[config.mk]
export PLATFORM = sky130hd
export DESIGN_NAME = motion_highlight
export DESIGN_NICKNAME = d
export VERILOG_FILES = /design/src/rtl/motion_detect_pkg.sv /design/src/rtl/motion_highlight.sv
export SDC_FILE = /design/constraint.sdc
export NUM_CORES = 1
export LEC_CHECK = 0
export BUFFER_PORTS_ARGS = -buffer_cell sky130_fd_sc_hd__buf_2
export CAP_MARGIN = 20
export CORE_UTILIZATION = 34
export CTS_CLUSTER_SIZE = 25
export DETAILED_ROUTE_END_ITERATION = 8
export GPL_TIMING_DRIVEN = 0
export PLACE_DENSITY_LB_ADDON = 0.3
export SYNTH_ARGS = -nofsm -noshare
export SYNTH_HDL_FRONTEND = slang
export SYNTH_SLANG_ARGS = --single-unit
[constraint.sdc]
create_clock -name clock -period 3.3 [get_ports clock]
set_input_delay 0.99 -clock clock [delete_from_list [all_inputs] [get_ports clock]]
set_output_delay 0.99 -clock clock [all_outputs]
set_load 0.03 [all_outputs]
[src/rtl/motion_detect_pkg.sv]
// Shared types and helpers for the motion-detect pipeline.
// This package holds the pixel types, the stage-1 payload and the absolute-difference helper.
package motion_detect_pkg;

    localparam int unsigned PIXEL_W = 24;
    localparam int unsigned GRAY_W  = 8;
    localparam int unsigned DIFF_W  = GRAY_W + 1;
    localparam int unsigned CNT_W   = 19;

    typedef logic [PIXEL_W-1:0] rgb_t;
    typedef logic [GRAY_W-1:0]  gray_t;
    typedef logic [DIFF_W-1:0]  diff_t;
    typedef logic [CNT_W-1:0]   cnt_t;

    typedef struct packed {
        gray_t diff;
        rgb_t  rgb;
    } s1_t;

    // Magnitude of a - b. The 9-bit signed intermediate cannot overflow.
    function automatic gray_t abs_diff(input gray_t a, input gray_t b);
        diff_t d;
        d = diff_t'(a) - diff_t'(b);
        return d[GRAY_W] ? gray_t'(~d + diff_t'(1)) : gray_t'(d);
    endfunction

endpackage

[src/rtl/motion_highlight.sv]
// Final motion-detect stage: thresholds |frame - background| and pushes either the highlight
// colour or the original RGB pixel. It also reports the number of motion pixels in each frame.
module motion_highlight
    import motion_detect_pkg::*;
#(
    parameter int unsigned WIDTH           = 768,
    parameter int unsigned HEIGHT          = 576,
    parameter gray_t       THRESHOLD       = 8'd50,
    parameter rgb_t        HIGHLIGHT_COLOR = 24'h0000FF
) (
    input  logic             clock,
    input  logic             reset,
    input  gray_t            bg_dout,
    input  logic             bg_empty,
    output logic             bg_rd_en,
    input  gray_t            fr_dout,
    input  logic             fr_empty,
    output logic             fr_rd_en,
    input  rgb_t             hl_dout,
    input  logic             hl_empty,
    output logic             hl_rd_en,
    output rgb_t             out_din,
    input  logic             out_full,
    output logic             out_wr_en,
    output logic             frame_done,
    output logic [CNT_W-1:0] motion_count
);

    localparam int unsigned FRAME_PIX = WIDTH * HEIGHT;
    localparam cnt_t        LAST_PIX  = CNT_W'(FRAME_PIX - 1);

    s1_t  r_s1;
    logic r_valid1;
    rgb_t r_pix2;
    logic r_hl2;
    logic r_valid2;
    cnt_t r_pix_cnt;
    cnt_t r_mot_acc;
    cnt_t r_motion_count;

    logic w_adv1;
    logic w_adv2;
    logic w_take;
    logic w_push;
    logic w_last;
    logic w_hl1;

    // Handshake: the three input FIFOs are always popped together, and never while in reset.
    always_comb begin
        w_adv2 = !r_valid2 || !out_full;
        w_adv1 = !r_valid1 || w_adv2;
        w_take = reset && !bg_empty && !fr_empty && !hl_empty && w_adv1;
        w_push = r_valid2 && !out_full;
        w_last = (r_pix_cnt == LAST_PIX);
        w_hl1  = (r_s1.diff > THRESHOLD);
    end

    assign bg_rd_en     = w_take;
    assign fr_rd_en     = w_take;
    assign hl_rd_en     = w_take;
    assign out_wr_en    = w_push;
    assign out_din      = r_pix2;
    assign frame_done   = w_push && w_last;
    assign motion_count = r_motion_count;

    // Stage 1: difference magnitude alongside the original pixel.
    always_ff @(posedge clock or negedge reset) begin
        if (!reset) begin
            r_valid1 <= 1'b0;
            r_s1     <= '0;
        end else if (w_adv1) begin
            r_valid1 <= w_take;
            if (w_take) begin
                r_s1.diff <= abs_diff(fr_dout, bg_dout);
                r_s1.rgb  <= hl_dout;
            end
        end
    end

    // Stage 2: choose the output pixel and remember whether it was highlighted.
    always_ff @(posedge clock or negedge reset) begin
        if (!reset) begin
            r_valid2 <= 1'b0;
            r_pix2   <= '0;
            r_hl2    <= 1'b0;
        end else if (w_adv2) begin
            r_valid2 <= r_valid1;
            if (r_valid1) begin
                r_pix2 <= w_hl1 ? HIGHLIGHT_COLOR : r_s1.rgb;
                r_hl2  <= w_hl1;
            end
        end
    end

    // Frame counters advance only on an actual push; they wrap on the last pixel of a frame.
    always_ff @(posedge clock or negedge reset) begin
        if (!reset) begin
            r_pix_cnt      <= '0;
            r_mot_acc      <= '0;
            r_motion_count <= '0;
        end else if (w_push) begin
            if (w_last) begin
                r_pix_cnt      <= '0;
                r_mot_acc      <= '0;
                r_motion_count <= r_mot_acc + CNT_W'(r_hl2);
            end else begin
                r_pix_cnt <= r_pix_cnt + CNT_W'(1);
                r_mot_acc <= r_mot_acc + CNT_W'(r_hl2);
            end
        end
    end

endmodule

==> metrics, run 1 <==
Mapped Cells between 500 and 600; # fillers 1550; Die H about 130 microns; final hold violations 0; Int Pwr 0.00300 W; htree depth 4; 1st-pass router iterations 4; clock root cell clkbuf_16; HPWL after detailed placement around 8700 microns; worst-skew pair later-pin latency between 400 and 500 ps; Max Fclk between 0.3 and 0.4 GHz; CTS sink cnt ~120; Post-Syn Area 5450 sq um; wirelength, routed about 13000 microns; #FFs+latches synth 116; Global Route Usage Sum approximately 17%; Avg Cell Area, Syn 9.21 sq um; number of enable flip-flop cells after synthesis 0; asr flop ratio synth 100%; crit path cell chain buf_6 -> nand2b_4 -> or2_4 -> or3_4 -> nor2_8 -> buf_8 -> buf_6; net switching share of the total power ~29%; drt via density ~4.7; post-route insts no fill between 900 and 1000; slowest cell on the critical path or3_4; period utilization 97.2%; layout cells sized above 1 roughly 22%; Yosys top cell by area dfrtp_1; Syn Nets about 650; Total Die Area approximately 17000 sq um; design area ~7000 sq um; Final Power roughly 0.0042 W; 1st-iter DRT viols 254; outcome finished, final reports clean; CP endpoint kind output pin; class of the worst hold path in2async; CTS tree yes; vias in the first global route around 4500; grt ovf 0; Crit path largest cell delay between 400 and 500 ps; CTS Hold Buffers Added 0; post-place setup slack -931 ps; CP Max Fanout 3; number of max-cap violations 0; Synth-to-Final Area Change 28.3%; Power Density around 600 nW/um^2; initial antenna violation count 0; top_reg_cell synth dfrtp_1; io pins between 90 and 100; Area contributors post-synth dfrtp_1, nand2_1, a21oi_1; Slew Viols, Final 0; Cell Rows 45; CP dominant cell by count buf_6; DRC viols 0; Worst Tran Pin Value a little over 700 ps; Pleak 3.51 nW; WP data required about 2300 ps; worst setup margin 92.0 ps; Yosys cell types 46; # nets final 772; starting density of the core between 30% and 40%; Slew HR 51.9%; Combinational Power Share 18.4%; CP arrival between 2000 and 2500 ps; CTS clk-pin slew, worst paths approximately 50 ps; die width between 100 and 150 microns; # diodes 0; final setup fails 0; area fraction of the dominant cell type after synthesis 53.2%; sw power between 0.001 and 0.0015 W; Placed Area about 6200 sq um; Port Buf Inserts between 90 and 100; skew final 7.30 ps; Clk pwr share 39.6%; Num CTS Buffers 17; unrepaired setup endpoints after global routing no; Seq pwr share between 40% and 50%; Avg WL per Cell 13.5 microns; Synth Warn # 0; Startpoint Class input pin; Fin Setup TNS 0 ps; Clock Path Buffers 2; Inst Count DP between 800 and 900; final RePlAce weighted congestion ~0.79; Setup Crit Path Kind in2out; largest net degree at the start of global routing 48; min Tclk post-route 3210 ps; Placeable Area around 15000 sq um; maximum vdd drop around 430 uV; register area share after synthesis around 53%; first-pass GRT wire length between 20000 and 25000 microns; via count approximately 4400; Routed Antenna Nets 0
==> power groups by stage <==
stage	clock, W	sequential, W	combinational (W)
floorplan	0	0.00195	0.000320
global placement	0	0.00178	0.000727
detailed placement	0	0.00179	0.000747
CTS	0.00171	0.00177	0.000779
global route	0.00176	0.00180	0.000872
finish	0.00166	0.00177	0.000772
==> stage by stage <==
stage / utilization [%] / hold slack, ps
final: 45.4 / 406
after global routing: 45.4 / 403
after CTS: 45.5 / 366
after detailed placement: 40.5 / 462
after global placement: 40.3 / 459
after floorplan: - / 446
==> metal layers <==
layer	GRT usage (%)	wire, microns	vias to the layer above
met1	20.8	5790	2092
met4	6.85	141	0
li1	-	-	2214
met5	0	0	-
met3	4.70	527	12
met2	28.7	6170	99
==> sequential cells by signal, summed over array words and instances (netlist names) <==
register / flops
r_valid1: 1
r_s1: 32
r_valid2: 1
r_hl2: 1
out_din: 24
r_mot_acc: 19
motion_count: 19
r_pix_cnt: 19
==> synthesized netlist by cell type (11+ instances only) <==
cell and count:
inv_1 12, nor2_1 40, nand2b_1 19, xor2_1 20
clkbuf_1 17, ha_1 12, o21ai_0 36, xnor2_1 19
dfrtp_1 116, nand3_1 21, and3_1 11, a21oi_1 37
nand2_1 165
==> layout by cell type (no fill, tap or decap), types with 12 or more instances in the layout <==
master     synthesis  layout
nand2_1          165     165
dfrtp_1          116     116
buf_2              5      91
nor2_1            40      40
a21oi_1           37      37
o21ai_0           36      36
nand3_1           21      20
xor2_1            20      20
xnor2_1           19      19
clkbuf_1          17      18
nand2b_1          19      17
clkbuf_16          0      17
buf_4              2      13
inv_1             12      12
==> cell families after synthesis <==
group | count (synthesis) | share of synthesized area, %
AO/OA/AOI/OAI | 101 | 10.6
AND/OR/NAND/NOR | 281 | 23.0
flip-flops | 116 | 53.2
buffers and inverters | 39 | 3.21
XOR/XNOR | 39 | 6.27
adder cells (fa/ha/maj) | 13 | 3.12
multiplexers | 3 | 0.597
==> area by class of cell <==
cell class / instances / area, sq um / area share (%)
tap: 211 / 264 / 3.77
sequential: 116 / 2900 / 41.5
multi-input combinational: 437 / 2410 / 34.4
clock inverter: 4 / 20.0 / 0.286
inverter: 13 / 56.3 / 0.805
timing repair buffer: 106 / 703 / 10.1
buffer: 22 / 120 / 1.72
clock buffer: 27 / 523 / 7.47
==> final timing paths <==
check | end | cells past startpoint | from | slack [ps]
min in group clock | r_s1[14]$_DFFE_PN0P_ | 2 | r_s1[14]$_DFFE_PN0P_ | 470
max in group asynchronous | r_mot_acc[16]$_DFFE_PN0P_ | 2 | reset | 2300
max | frame_done | 7 | out_full | 90
max reg2reg | r_mot_acc[18]$_DFFE_PN0P_ | 9 | r_hl2$_DFFE_PN0P_ | 790
min reg2reg | r_s1[14]$_DFFE_PN0P_ | 2 | r_s1[14]$_DFFE_PN0P_ | 470
min | out_din[15]$_DFFE_PN0P_ | 1 | reset | 410
==> timing repair <==
action / in CTS / in global routing
pin swaps: 3 / 1
buffers inserted: 8 / 1
endpoints found under the setup margin: 4 / 4
cloned: 4 / 0
resized for setup: 15 / 3
==> worst max-delay path, delay by kind of cell <==
kind | cells | cell delay [ps]
and+or+nand+nor | 4 | 910
buffers and inverters | 3 | 320
Power figures use the tool's default switching activity.
==> run 2: changes to the inputs <==
--- a/config.mk
+++ b/config.mk
@@ -12,6 +12,7 @@
 export DETAILED_ROUTE_END_ITERATION = 8
 export GPL_TIMING_DRIVEN = 0
 export PLACE_DENSITY_LB_ADDON = 0.3
+export RECOVER_POWER = 50
 export SYNTH_ARGS = -nofsm -noshare
 export SYNTH_HDL_FRONTEND = slang
 export SYNTH_SLANG_ARGS = --single-unit
==> constraint.sdc (replaced) <==
create_clock -name clock -period 3.05 [get_ports clock]
set_input_delay 0.915 -clock clock [delete_from_list [all_inputs] [get_ports clock]]
set_output_delay 0.915 -clock clock [all_outputs]
set_load 0.03 [all_outputs]
==> run 2 against run 1 <==
Net effect: power increased by 15%; count of clock-buffer cells in the layout shrank 6; largest cell class unchanged; clock skew about the same.
==> metrics, run 2 (synthesis results as in run 1) <==
max FFs per register 32 (unchanged); post-place setup slack -804 ps (was -931 ps); maximum vdd drop 412 uV (was 427 uV); DRC viols 0 (unchanged); Total Die Area 16500 sq um (unchanged); Clk pwr share 42.6% (was 39.6%); CTS clk-pin slew, worst paths 50 ps (about the same); Slew HR 19.1% (was 51.9%); die width 129 microns (unchanged); htree depth 4 (unchanged); CTS sink cnt 116 (unchanged); CTS tree yes (unchanged); leading cell type in the layout, fill and taps excluded nand2_1 (unchanged); Synth-to-Final Area Change 28.9% (was 28.3%); Int Pwr 0.00347 W (was 0.00300 W); wirelength, routed 13100 microns (was 12600 microns); Avg WL per Cell 13.8 microns (was 13.5 microns); layout cells sized above 1 22.0% (was 21.7%); worst setup margin 17.1 ps (was 92.0 ps); Die H 129 microns (unchanged); via count 4479 (was 4417); hold depth 2; highest-count cells in the layout ignoring fill and taps nand2_1, dfrtp_1, buf_2 (unchanged); Num CTS Buffers 17 (unchanged); WP data required 2130 ps (was 2310 ps); Slew Viols, Final 0 (unchanged); Routed Antenna Nets 0 (unchanged); final setup fails 0 (unchanged); Port Buf Inserts 93 (unchanged); Combinational Power Share 17.8% (was 18.4%); io pins 94 (unchanged); grt ovf 0 (unchanged); first-pass GRT wire length 21600 microns (about the same); # nets final 779 (was 772); Clock Path Buffers 2 (unchanged); number of max-cap violations 0 (unchanged); class of the worst hold path reg2reg (was in2async); hold wc startpoint r_s1[19]$_DFFE_PN0P_; Power Density 685 nW/um^2 (was 601 nW/um^2); CP endpoint kind output pin (unchanged); reg-to-reg startpoint r_hl2$_DFFE_PN0P_ (unchanged); min Tclk post-route about 3000 ps; # fillers 1541 (was 1550); Setup Crit Path Kind in2out (unchanged); Max Fclk 0.330 GHz; final RePlAce weighted congestion 0.776 (was 0.786); initial antenna violation count 0 (unchanged); clock root cell clkbuf_16 (unchanged); outcome finished, final reports clean (unchanged); CP arrival 2120 ps (was 2220 ps); launch point of the worst path out_full (unchanged); Crit Reg-Reg Endpoint r_mot_acc[18]$_DFFE_PN0P_ (unchanged); final hold violations 0 (unchanged); flop2flop setup slack 530 ps (was 790 ps); 1st-pass router iterations 4 (unchanged); worst-skew pair later-pin latency 410 ps (about the same); Worst Hold Endpoint r_s1[19]$_DFFE_PN0P_; CP Max Fanout 3 (unchanged); largest net degree at the start of global routing 45 (was 48); Reg2Reg Depth 9 (unchanged); unrepaired setup endpoints after global routing yes (was no); net switching share of the total power 28.0% (was 28.7%); Final Power 0.00482 W (was 0.00420 W); Worst Tran Pin Value 1210 ps (was 719 ps); sw power 0.00135 W (was 0.00121 W); Reg with most FFs r_s1 (unchanged); Seq pwr share 39.6% (was 42.0%); Pleak 3.50 nW (was 3.51 nW); starting density of the core 35.3% (unchanged); vias in the first global route 4446 (was 4497); period utilization 99.4%; # diodes 0 (unchanged); Global Route Usage Sum 17.1% (about the same); Cell Rows 45 (unchanged); 1st-iter DRT viols 292 (was 254); HPWL after detailed placement 8760 microns (was 8740 microns); skew final 7.76 ps (was 7.30 ps); final hold slack 474 ps (was 406 ps); Startpoint Class input pin (unchanged); Placeable Area 15400 sq um (unchanged); drt via density 4.74 (was 4.72)
## run 2: cell types whose count changed in the layout (fill, tap and decap cells not counted), sizes merged
cell	delta
buf	+4
bufbuf	-4
bufinv	+4
clkinv	+2
clkbuf	+1
clkinvlp	+1
## run 2: timing repair
item	in CTS	in global routing
setup endpoints to repair	4	4
hold buffers	0	0
buffers inserted	12	2
pin swaps	3	3
cloned	4	0
gates resized for setup	14	5
## run 2: area by class of cell
| cell class | instances | area (sq um) | area share, % |
|---|---|---|---|
| plain buffers | 23 | 136 | 1.94 |
| clock buffers | 21 | 450 | 6.41 |
| clock inverters | 11 | 158 | 2.24 |
| inverters | 13 | 56.3 | 0.801 |
| multi-input cells | 437 | 2410 | 34.2 |
| flip-flops and latches | 116 | 2900 | 41.3 |
| well taps | 211 | 264 | 3.76 |
| repair buffers | 112 | 654 | 9.31 |
## run 2: critical path: stages
cell      delay (ps)
buf_6             90
nand2b_4         140
or2_4            230
or3_4            410
nor2_8           100
buf_8            100
buf_6            120
## run 2: how the worst max path moves through the flow
stage                 end  slack, ps  depth (start not counted)
4_1_cts        frame_done        -40                          7
3_3_place_gp     hl_rd_en      -2140                          7
2_1_floorplan  frame_done        -30                          7
6_report       frame_done         20                          7
5_1_grt        frame_done        -20                          7
3_5_place_dp     hl_rd_en       -800                          8
## run 2: power by group through the flow
stage	Combinational [W]	Sequential, W	Clock (W)
4_1_cts	0.000877	0.00191	0.00209
5_1_grt	0.000951	0.00194	0.00216
6_report	0.000856	0.00191	0.00205
3_3_place_gp	0.000788	0.00193	0
2_1_floorplan	0.000349	0.00211	0
3_5_place_dp	0.000815	0.00194	0
## run 2: per-stage QoR
step           util [%]  instances  setup TNS [ps]  area (sq um)
2_1_floorplan         -        592           -30.9          5520
3_3_place_gp       40.5        896          -86610          6250
3_5_place_dp       40.7        897           -4450          6290
4_1_cts            46.2        942           -41.1          7120
5_1_grt            45.6        944           -16.7          7030
6_report           45.6        944               0          7030
## run 2: layer usage
| metal | vias up | GRT usage (%) | part of all wire [%] |
|---|---|---|---|
| li1 | 2227 | - | - |
| met1 | 2125 | 21.2 | 46 |
| met2 | 118 | 28.5 | 48 |
| met3 | 9 | 5.32 | 5.2 |
| met4 | 0 | 5.05 | 0.70 |
| met5 | - | 0 | 0 |
==> run 3: changes to the inputs <==
--- a/config.mk
+++ b/config.mk
@@ -6,7 +6,6 @@
 export NUM_CORES = 1
 export LEC_CHECK = 0
 export BUFFER_PORTS_ARGS = -buffer_cell sky130_fd_sc_hd__buf_2
-export CAP_MARGIN = 20
 export CORE_UTILIZATION = 34
 export CTS_CLUSTER_SIZE = 25
 export DETAILED_ROUTE_END_ITERATION = 8
==> constraint.sdc (replaced) <==
create_clock -name clock -period 2.7 [get_ports clock]
set_input_delay 0.81 -clock clock [delete_from_list [all_inputs] [get_ports clock]]
set_output_delay 0.81 -clock clock [all_outputs]
set_load 0.03 [all_outputs]
==> run 3 against run 2 <==
Net effect: the flow now finishes with violations (negative setup slack); global-route usage rose by 0.25 points; critical path depth fell by 1; power rose by 24%; via count rose by 0.11%; register-to-register slack got worse by 80 ps.
==> metrics, run 3 (synthesis results as in run 1) <==
outcome complete, but fails checks (was finished, final reports clean); failing checks negative setup slack; Num CTS Buffers 17 (unchanged); DRC viols 0 (unchanged); final RePlAce weighted congestion 0.791 (was 0.776); clock root cell clkbuf_16 (unchanged); CP Max Fanout 5 (was 3); CTS Hold Buffers Added 0 (unchanged); first-pass GRT wire length 22000 microns (was 21600 microns); Clock Path Buffers 2 (unchanged); # fillers 1513 (was 1541); CTS clk-pin slew, worst paths 60 ps (was 50 ps); Total Die Area 16500 sq um (unchanged); Placeable Area 15400 sq um (unchanged); # diodes 0 (unchanged); highest-count cells in the layout ignoring fill and taps nand2_1, dfrtp_1, buf_2 (unchanged); Global Route Usage Sum 17.3% (was 17.1%); Slew HR 28.7% (was 19.1%); Slew Viols, Final 0 (unchanged); Setup Crit Path Kind in2out (unchanged); HPWL after detailed placement 8690 microns (was 8760 microns); number of max-cap violations 0 (unchanged); class of the worst hold path reg2reg (unchanged); grt ovf 0 (unchanged); # nets final 785 (was 779); CP endpoint kind output pin (unchanged); starting density of the core 35.3% (unchanged); flop2flop setup slack 450 ps (was 530 ps); period utilization 101%; io pins 94 (unchanged); Cell Rows 45 (unchanged); 1st-pass router iterations 5 (was 4); Die H 129 microns (unchanged); min Tclk post-route around 2700 ps; CTS sink cnt 116 (unchanged); die width 129 microns (unchanged); design area 7230 sq um (was 7030 sq um); Post-Route Utilization 46.9% (was 45.6%); final setup fails 3 (was 0); maximum vdd drop 464 uV (was 412 uV); via count 4484 (was 4479); WP data required 1890 ps (was 2130 ps); leading cell type in the layout, fill and taps excluded nand2_1 (unchanged); Fin Setup TNS -93.0 ps (was 0 ps); worst-skew pair later-pin latency 420 ps (was 410 ps); Synth-to-Final Area Change 32.6% (was 28.9%); layout cells sized above 1 23.5% (was 22.0%); skew final 8.09 ps (was 7.76 ps); Placed Area 6290 sq um (about the same); Avg WL per Cell 13.9 microns (was 13.8 microns); Startpoint Class input pin (unchanged); unrepaired setup endpoints after global routing yes (unchanged); Reg with most FFs r_s1 (unchanged); Pleak 3.59 nW (was 3.50 nW); vias in the first global route 4436 (was 4446); final hold slack 472 ps (was 474 ps); largest net degree at the start of global routing 45 (unchanged); Power Density 824 nW/um^2 (was 685 nW/um^2); Port Buf Inserts 93 (unchanged); htree depth 4 (unchanged); initial antenna violation count 0 (unchanged); 1st-iter DRT viols 247 (was 292); Inst Count DP 897 (unchanged); CTS tree yes (unchanged); Routed Antenna Nets 0 (unchanged); max FFs per register 32 (unchanged); CP arrival 1920 ps (was 2120 ps); Max Fclk 0.366 GHz; Worst Tran Pin Value 1070 ps (was 1210 ps); wirelength, routed 13200 microns (was 13100 microns); final hold violations 0 (unchanged); drt via density 4.72 (was 4.74); worst setup margin -34.3 ps (was 17.1 ps); post-route insts no fill 950 (was 944)
==> run 3: report_power, final <==
part           internal [W]  leakage (nW)  switching, W  total, W
Clock               0.00204         0.361      0.000804   0.00284
Sequential          0.00200          1.54      0.000153   0.00215
Combinational      0.000367          1.68      0.000599  0.000966
==> run 3: stage by stage <==
stage                     total power, W  setup WS [ps]
after floorplan                  0.00278           -171
after global placement           0.00306          -2300
after detailed placement         0.00309           -957
after CTS                        0.00603           -249
after global routing             0.00623           -111
final                            0.00596          -34.3
==> run 3: what timing repair did <==
action,CTS,global route
pin swaps,4,8
setup endpoints to repair,5,8
buffers inserted,15,7
resized for setup,23,4
cloned,4,0
==> run 3: layer usage <==
layer	routed length, microns	vias up	track usage (%)
met5	0	-	0
met1	6180	2105	22.2
met2	6260	122	28.4
met3	623	14	4.70
li1	-	2243	-
met4	151	0	5.61
==> run 3: final cells by class <==
class | count | area, sq um | share of cell area (%)
buffer | 22 | 124 | 1.71
multi-input combinational | 437 | 2430 | 33.6
clock inverter | 13 | 302 | 4.17
inverter | 13 | 60.1 | 0.831
clock buffer | 19 | 443 | 6.13
timing repair buffer | 119 | 708 | 9.80
sequential | 116 | 2900 | 40.2
tap | 211 | 264 | 3.65
==> run 3: worst paths after layout <==
kind                       cells past startpoint                     endpoint            startpoint
setup / recovery                               6                     fr_rd_en              hl_empty
hold / removal                                 2         r_s1[14]$_DFFE_PN0P_  r_s1[14]$_DFFE_PN0P_
setup reg to reg                               8    r_mot_acc[16]$_DFFE_PN0P_     r_hl2$_DFFE_PN0P_
hold reg to reg                                2         r_s1[14]$_DFFE_PN0P_  r_s1[14]$_DFFE_PN0P_
max in group asynchronous                      3  motion_count[5]$_DFFE_PN0P_                 reset
min in group asynchronous                      2         r_s1[10]$_DFFE_PN0P_                 reset
==> run 3: critical path, stage by stage <==
cell	delay, ps
buf_6	90
or4b_1	560
nand2b_4	190
inv_8	70
buf_6	90
buf_6	110
